### config.mk
export PLATFORM = sky130hd
export DESIGN_NAME = dw_batch_accum
export DESIGN_NICKNAME = d
export VERILOG_FILES = /design/src/rtl/dqn_fixed_pkg.sv /design/src/rtl/dw_lane_mac.sv /design/src/rtl/dw_batch_accum.sv
export SDC_FILE = /design/constraint.sdc
export NUM_CORES = 2
export LEC_CHECK = 0
export CELL_PAD_IN_SITES_DETAIL_PLACEMENT = 2
export CELL_PAD_IN_SITES_GLOBAL_PLACEMENT = 2
export CORE_MARGIN = 5
export CORE_UTILIZATION = 43
export CTS_BUF_LIST = sky130_fd_sc_hd__clkbuf_8
export CTS_CLUSTER_SIZE = 12
export DETAILED_ROUTE_END_ITERATION = 16
export GPL_TIMING_DRIVEN = 0
export PLACE_DENSITY_LB_ADDON = 0.1
export SETUP_SLACK_MARGIN = 0.4
export SYNTH_ARGS = -nofsm -noshare
export SYNTH_HDL_FRONTEND = slang
export SYNTH_SLANG_ARGS = --single-unit
### constraint.sdc
create_clock -name clk -period 25.2 [get_ports clk]
set_clock_uncertainty 0.05 [all_clocks]
set_input_delay 5.04 -clock clk [delete_from_list [all_inputs] [get_ports clk]]
set_output_delay 5.04 -clock clk [all_outputs]
set_load 0.01 [all_outputs]
### src/rtl/dqn_fixed_pkg.sv
// Shared fixed-point definitions for the DQN backprop datapath.
//  - Default Q-format widths (Q6.10) and the fixed-point ONE constant
//  - Batch-accumulator FSM state encoding
//  - sat_to_w   : clamp a wide signed value to a w-bit signed range
//  - round_shift: arithmetic right shift with round-half-up (no bias when sh=0)
package dqn_fixed_pkg;

  localparam int W_DEF     = 16;
  localparam int FRAC_DEF  = 10;
  localparam int LANES_DEF = 4;
  localparam int ACC_W_DEF = 24;

  // Fixed-point 1.0 in the default format
  localparam int ONE = 32'sd1 <<< FRAC_DEF;

  typedef enum logic [1:0] {
    IDLE   = 2'd0,
    ACCUM  = 2'd1,
    DRAIN  = 2'd2,
    OUTPUT = 2'd3
  } state_t;

  // Clamp x into [-2^(w-1), 2^(w-1)-1]
  function automatic logic signed [63:0] sat_to_w(input logic signed [63:0] x,
                                                  input int w);
    logic signed [63:0] hi;
    logic signed [63:0] lo;
    hi = (64'sd1 <<< (w - 1)) - 64'sd1;
    lo = -(64'sd1 <<< (w - 1));
    if (x > hi) begin
      sat_to_w = hi;
    end else if (x < lo) begin
      sat_to_w = lo;
    end else begin
      sat_to_w = x;
    end
  endfunction

  // (x + 2^(sh-1)) >>> sh, plain pass-through when sh == 0
  function automatic logic signed [63:0] round_shift(input logic signed [63:0] x,
                                                     input int sh);
    logic signed [63:0] bias;
    if (sh == 0) begin
      bias = 64'sd0;
    end else begin
      bias = 64'sd1 <<< (sh - 1);
    end
    round_shift = (x + bias) >>> sh;
  endfunction

endpackage

### src/rtl/dw_lane_mac.sv
// One gradient lane: registered product delta*a, rounding to the data Q-format,
// saturating accumulation across the batch, and final learning-rate shift with
// saturation to W bits.
// Ports:
//  clk, rst      clock / synchronous active-high reset
//  clr           clear accumulator (new batch)
//  cap           capture delta*a into the product register (sample handshake)
//  acc_en        add the rounded product register into the accumulator
//  load          register the scaled, saturated accumulator onto dw_out
//  lr_sh         learning-rate right shift
//  delta, a      signed sample operands
//  dw_out        scaled gradient for this lane (held between loads)
module dw_lane_mac
  import dqn_fixed_pkg::*;
#(
  parameter int W     = W_DEF,
  parameter int FRAC  = FRAC_DEF,
  parameter int ACC_W = ACC_W_DEF
) (
  input  logic         clk,
  input  logic         rst,
  input  logic         clr,
  input  logic         cap,
  input  logic         acc_en,
  input  logic         load,
  input  logic [3:0]   lr_sh,
  input  logic [W-1:0] delta,
  input  logic [W-1:0] a,
  output logic [W-1:0] dw_out
);

  logic signed [2*W-1:0] p_r;
  logic signed [ACC_W-1:0] acc_r;
  logic [W-1:0] dw_r;

  logic signed [63:0] p_ext_s;
  logic signed [63:0] q_s;
  logic signed [63:0] acc_ext_s;
  logic signed [63:0] sum_s;
  logic signed [63:0] out_s;

  // Datapath arithmetic: rounded product, saturated sum, scaled output
  always_comb begin
    p_ext_s   = 64'(p_r);
    q_s       = round_shift(p_ext_s, FRAC);
    acc_ext_s = 64'(acc_r);
    sum_s     = sat_to_w(acc_ext_s + q_s, ACC_W);
    out_s     = sat_to_w(round_shift(acc_ext_s, int'(lr_sh)), W);
  end

  // Product, accumulator and output registers
  always_ff @(posedge clk) begin
    if (rst) begin
      p_r   <= '0;
      acc_r <= '0;
      dw_r  <= '0;
    end else begin
      if (cap) begin
        // Operands widened to 2W so the full signed product is kept
        p_r <= $signed({{W{delta[W-1]}}, delta}) * $signed({{W{a[W-1]}}, a});
      end
      if (clr) begin
        acc_r <= '0;
      end else if (acc_en) begin
        acc_r <= ACC_W'(sum_s);
      end
      if (load) begin
        dw_r <= W'(out_s);
      end
    end
  end

  assign dw_out = dw_r;

endmodule

### src/rtl/dw_batch_accum.sv
// Batched multi-lane weight-gradient generator. Each accepted sample produces
// LANES products delta*a[i]; these are accumulated over a mini-batch, scaled by
// a learning-rate shift and presented once per batch on a valid/ready port.
// Ports:
//  clk, rst            clock / synchronous active-high reset
//  start               begin a batch (IDLE only); latches cfg_batch, cfg_lr_sh
//  cfg_batch           samples per batch (0 behaves as 1)
//  cfg_lr_sh           learning-rate right shift
//  in_valid/in_ready   sample handshake; delta and a_in (lane i = a_in[i*W +: W])
//  out_valid/out_ready gradient handshake; dw_out (lane i = dw_out[i*W +: W])
//  busy                high whenever not IDLE
module dw_batch_accum
  import dqn_fixed_pkg::*;
#(
  parameter int W     = W_DEF,
  parameter int FRAC  = FRAC_DEF,
  parameter int LANES = LANES_DEF,
  parameter int ACC_W = ACC_W_DEF
) (
  input  logic               clk,
  input  logic               rst,
  input  logic               start,
  input  logic [7:0]         cfg_batch,
  input  logic [3:0]         cfg_lr_sh,
  input  logic               in_valid,
  output logic               in_ready,
  input  logic [W-1:0]       delta,
  input  logic [LANES*W-1:0] a_in,
  output logic               out_valid,
  input  logic               out_ready,
  output logic [LANES*W-1:0] dw_out,
  output logic               busy
);

  state_t     state_r, state_nx;
  logic [7:0] count_r, count_nx;
  logic [7:0] batch_r, batch_nx;
  logic [3:0] lr_sh_r, lr_sh_nx;
  logic       pv_r;
  logic       in_ready_r;
  logic       out_valid_r;
  logic       busy_r;
  logic       fire_s;
  logic       clr_s;
  logic       load_s;

  // in_ready_r is only ever high in ACCUM with room left, so this is the full accept condition
  assign fire_s = in_valid & in_ready_r;

  // Next-state and control decode
  always_comb begin
    state_nx = state_r;
    count_nx = count_r;
    batch_nx = batch_r;
    lr_sh_nx = lr_sh_r;
    clr_s    = 1'b0;
    load_s   = 1'b0;
    case (state_r)
      IDLE: begin
        if (start) begin
          state_nx = ACCUM;
          count_nx = 8'd0;
          batch_nx = (cfg_batch == 8'd0) ? 8'd1 : cfg_batch;
          lr_sh_nx = cfg_lr_sh;
          clr_s    = 1'b1;
        end else begin
          state_nx = IDLE;
        end
      end
      ACCUM: begin
        if (fire_s) begin
          count_nx = count_r + 8'd1;
        end else begin
          count_nx = count_r;
        end
        // Leaves one edge after the last handshake, as that product lands in acc
        if (count_r == batch_r) begin
          state_nx = DRAIN;
        end else begin
          state_nx = ACCUM;
        end
      end
      DRAIN: begin
        if (!pv_r) begin
          state_nx = OUTPUT;
          load_s   = 1'b1;
        end else begin
          state_nx = DRAIN;
        end
      end
      OUTPUT: begin
        if (out_valid_r && out_ready) begin
          state_nx = IDLE;
        end else begin
          state_nx = OUTPUT;
        end
      end
      default: begin
        state_nx = IDLE;
      end
    endcase
  end

  // State, configuration, pipeline valid and registered handshake outputs
  always_ff @(posedge clk) begin
    if (rst) begin
      state_r     <= IDLE;
      count_r     <= 8'd0;
      batch_r     <= 8'd1;
      lr_sh_r     <= 4'd0;
      pv_r        <= 1'b0;
      in_ready_r  <= 1'b0;
      out_valid_r <= 1'b0;
      busy_r      <= 1'b0;
    end else begin
      state_r     <= state_nx;
      count_r     <= count_nx;
      batch_r     <= batch_nx;
      lr_sh_r     <= lr_sh_nx;
      pv_r        <= fire_s;
      in_ready_r  <= (state_nx == ACCUM) && (count_nx < batch_nx);
      out_valid_r <= (state_nx == OUTPUT);
      busy_r      <= (state_nx != IDLE);
    end
  end

  for (genvar i = 0; i < LANES; i++) begin : g_lane
    dw_lane_mac #(
      .W    (W),
      .FRAC (FRAC),
      .ACC_W(ACC_W)
    ) u_mac (
      .clk   (clk),
      .rst   (rst),
      .clr   (clr_s),
      .cap   (fire_s),
      .acc_en(pv_r),
      .load  (load_s),
      .lr_sh (lr_sh_r),
      .delta (delta),
      .a     (a_in[i*W +: W]),
      .dw_out(dw_out[i*W +: W])
    );
  end

  assign in_ready  = in_ready_r;
  assign out_valid = out_valid_r;
  assign busy      = busy_r;

endmodule

==> results of run 1 <==
## metrics by stage
stage          cells  hold slack [ns]
2_1_floorplan  11500            0.382
3_3_place_gp   14300            0.397
## logic make-up after synthesis
family / count (synthesis)
compound gates: 2709
xor+xnor: 500
fa+ha+maj: 1718
buf+inv: 1990
flops: 278
mux: 322
other cells: 1
simple gates: 3837
==> results by group, run 1 <==
Run status
  – First Err: [ERROR DPL-0033] detailed placement checks failed during check placement.
  – Outcome: stopped before the end
  – Fail Step: 3_5_place_dp

Floorplanning
  – Ports: 164
  – Die Width: 462 µm
  – Cell row count: 165
  – Die height: 462 µm
  – Initial Util: 43.3%

Placement
  – Post-DP HPWL: 555 mm
  – PortBufs: 148
  – GPL Wtd Cong: 1.21

Synthesis
  – Synth Area in Compound Gates: 21.1%
  – Count of cell types in the netlist: 114
  – Most numerous cell in the Yosys netlist: inv_1
  – Avg Cell Area, Syn: 7.73 µm²
  – Asr flop ratio synth: 0%
  – Main synth FF type: dfxtp_1
  – Dominant cells by area after synthesis: fa_1 (24%), ha_1 (8.1%), dfxtp_1 (6.3%), inv_1 (5.4%), nand2_1 (5.4%)
  – Mux contribution to synthesized area: 4.44%
  – Share of the synthesized area in the top cell type: 24.0%
  – Sequential area share after synthesis: 6.34%
  – Post-Synthesis Cells: 11400
  – Largest family of logic cells by synthesized area: adder cells
  – Simple-gate share of the synthesized area: 21.4%
  – Commonest cells post-synth: inv_1 (1274), nand2_1 (1264), fa_1 (1052)
  – Adder-Cell Fraction of Synth Area: 33.2%
  – Yosys top cell by area: fa_1
  – Yosys warnings: 0
  – Area of the mapped netlist: 87800 µm²
  – Post-Synth XOR/XNOR Area: 5.00%
  – Yosys reg bits: 278
  – Number of synthesized flops with an enable pin: 0
==> inputs of run 2 (changes only) <==
CELL_PAD_IN_SITES_DETAIL_PLACEMENT = default   (was 2)
CELL_PAD_IN_SITES_GLOBAL_PLACEMENT = default   (was 2)
CORE_UTILIZATION = 40   (was 43)
CTS_BUF_LIST = default   (was sky130_fd_sc_hd__clkbuf_8)
CTS_CLUSTER_SIZE = default   (was 12)
PLACE_DENSITY_LB_ADDON = 0.15   (was 0.1)
SETUP_SLACK_MARGIN = default   (was 0.4)
==> run 2 against run 1 <==
Compared with the run above: the flow now finishes, with violations (max-capacitance violations, max-slew violations); synthesized cell count unchanged; synthesized area stayed put.
==> results by group, run 2 <==
GRT
  – GRT Total Usage: 46.4%
  – First-pass GRT wire length: 751 mm
  – Vias in the first global route: 94200
  – Initial antenna violation count: 69
  – Congestion Overflow GR: 0
  – Largest net degree at the start of global routing: 35

Synthesis
  – Asr flop ratio synth: 0% (unchanged)
  – Yosys top cell by area: fa_1
  – Dominant cells by area after synthesis: fa_1 (24%), ha_1 (8.1%), dfxtp_1 (6.3%), inv_1 (5.4%), nand2_1 (5.4%)
  – Yosys warnings: 0 (unchanged)
  – Number of synthesized flops with an enable pin: 0 (unchanged)
  – Area of the mapped netlist: 87800 µm² (unchanged)
  – Sequential area share after synthesis: 6.34% (unchanged)
  – Share of the synthesized area in the top cell type: 24.0% (unchanged)
  – Count of cell types in the netlist: 114 (unchanged)
  – Avg Cell Area, Syn: 7.73 µm² (unchanged)
  – Yosys reg bits: 278 (unchanged)
  – Post-Synthesis Cells: 11400 (unchanged)
  – Main synth FF type: dfxtp_1
  – Most numerous cell in the Yosys netlist: inv_1
  – Commonest cells post-synth: inv_1 (1274), nand2_1 (1264), fa_1 (1052)

Route
  – DR vias/cell: 6.64
  – Drt pass-1 iters: 9
  – Drc violations: 0
  – Post-detailed-route count of antenna-violating nets: 0
  – DR WL/cell: 37.1 µm
  – Post-Route WL: 545 mm
  – DRT iter0 DRCs: 12700
  – Vias: 97600

CTS
  – CTS-repair resized insts: 0
  – Post-CTS setup buffers: 0
  – CTS H-Tree Depth: 2
  – Clock buffer depth: 3
  – Clk slew on worst S/H paths: 0.06 ns
  – CTS tree: yes
  – Clock Latency Late Sink: 0.62 ns
  – Post-cts hold buffer count: 0
  – CTS sink count: 278
  – Clk root buf: clkbuf_16
  – Num CTS Buffers: 34

Placement
  – GPL Wtd Cong: 1.17 (-3.3%)
  – Placed cells: 14500
  – PortBufs: 148 (unchanged)
  – Post-DP HPWL: 439 mm (-21%)

Timing
  – Final Hold Fails: 0
  – RSZ-0062 raised after global routing: no
  – Setup TNS: 0 ns
  – Worst slew pin tran: 1.74 ns
  – Relative slew slack: -17.1%
  – Tcrit/Tclk final: 83.6%
  – Final hold slack: 0.406 ns
  – Fmax: 0.0475 GHz
  – Max-slew violations: 427
  – Crit path time final: 21.06 ns
  – Count of final setup violators: 0

Critical path
  – CP Capture Type: register
  – CP endpoint: g_lane[0].u_mac.dw_out[13]
  – CP Launch Point: lr_sh_r[1]
  – CP most frequent cell: clkbuf_1
  – Master of the slowest instance on the critical path: buf_1
  – CP peak stage delay: 1.31 ns
  – Worst Path Buf+Inv: 18
  – R2R setup slack: 4.14 ns
  – Largest delay share family, worst path: buffers and inverters
  – FF-to-FF Start: lr_sh_r[1]
  – R2R depth: 37
  – Setup CP Type: reg -> reg
  – Critical-path maximum fanout: 11
  – Worst EP required: 25.63 ns
  – Data arrival, critical path: 21.49 ns
  – Critical path depth in cells: 37
  – R2r endpoint: g_lane[0].u_mac.dw_out[13]
  – Critical path startpoint category: register

Pwr
  – VDD IR-drop max: 0.000225 V
  – Power Density: 104 nW/µm²
  – Pleak: 0.0413 µW

Finish
  – Most frequent cells in the layout: inv_1 (1274), nand2_1 (1261), fa_1 (1052)
  – # nets final: 13400
  – Top reg by flops: g_lane.u_mac.acc_r
  – Layout cells sized above 1: 4.77%
  – Final Non-Filler Cells: 14700
  – Most common cell after layout, fill and taps aside: inv_1
  – Area Growth Syn to Fin: 9.18%
  – # fillers: 22500
  – Final core occ: 43.8%
  – Number of flip-flops in the largest register: 96

Floorplanning
  – Die height: 479 µm (+3.6%)
  – Cell row count: 172 (+4.2%)
  – Core box area: 219000 µm²
  – Initial Util: 40.1% (-3.2 points)
  – Ports: 164 (unchanged)
  – Die Width: 479 µm (+3.6%)
  – Die Footprint: 229000 µm²

Run status
  – Failing checks: max-capacitance violations, max-slew violations
  – Outcome: complete, but fails checks

Hold path
  – Worst hold path depth: 2
  – Hold Path Class: reg -> reg

Run
  – Maxcap violations: 49
run 2: worst reg2reg max path: cells and delay by family, from the launching register on:
| kind | cells | cell delay [ns] |
|---|---|---|
| buf+inv | 18 | 10.80 |
| compound gates | 11 | 6.45 |
| simple gates | 5 | 2.16 |
| fa+ha+maj | 2 | 0.83 |
| flops | 1 | 0.45 |
| xor+xnor | 1 | 0.18 |
run 2: cell families (layout without fill, tap and decap cells):
group | count (synthesis) | count (layout) | synth area share, %
compound gates | 2709 | 2709 | 21.1
xor+xnor | 500 | 500 | 5.00
fa+ha+maj | 1718 | 1718 | 33.2
buf+inv | 1990 | 2259 | 8.57
flops | 278 | 278 | 6.34
mux | 322 | 322 | 4.44
other cells | 1 | 206 | 0.00427
simple gates | 3837 | 3837 | 21.4
run 2: layer usage:
metal / vias to the layer above / part of all wire (%) / global-route usage [%] / wire [µm]
met3: 2520 / 11 / 17.4 / 60800
met2: 7049 / 42 / 69.7 / 230000
li1: 40100 / - / - / -
met5: - / 0.13 / 1.76 / 714
met4: 36 / 12 / 41.3 / 64700
met1: 47900 / 35 / 51.1 / 189000
run 2: worst min-delay path by stage:
stage                                  from                      end  slack, ns
floorplan           g_lane[2].u_mac.p_r[18]  g_lane[2].u_mac.p_r[18]       0.38
global placement    g_lane[2].u_mac.p_r[18]  g_lane[2].u_mac.p_r[18]       0.39
detailed placement  g_lane[2].u_mac.p_r[18]  g_lane[2].u_mac.p_r[18]       0.40
CTS                 g_lane[2].u_mac.p_r[18]  g_lane[2].u_mac.p_r[18]       0.40
global route        g_lane[2].u_mac.p_r[18]  g_lane[2].u_mac.p_r[18]       0.42
finish              g_lane[2].u_mac.p_r[18]  g_lane[2].u_mac.p_r[18]       0.41
run 2: report_power, final:
group	switching, µW	total, µW	internal (µW)
logic	5320	8930	3610
clock network	215	514	299
registers	61.8	552	490
run 2: stage by stage:
stage,power (µW),area (µm²),setup slack (ns)
floorplan,6780,88300,13.58
global placement,9150,93400,2.69
detailed placement,9320,94100,4.47
CTS,9870,95300,4.35
global route,11000,95700,5.19
finish,10000,95900,4.14
run 2: cell type report:
cell class                      instances  area (µm²)  area share (%)
Clock buffer                           48         963            1.00
Inverter                             1279        4800            5.01
Buffer                                711        2840            2.97
Clock inverter                         12         160           0.167
Multi-Input combinational cell       9214       75400            78.6
Timing Repair Buffer                  209        2370            2.47
Antenna cell                           78         195           0.204
Tap cell                             2871        3590            3.75
Sequential cell                       278        5570            5.81
No activity file was read; power rests on OpenSTA's default activity.
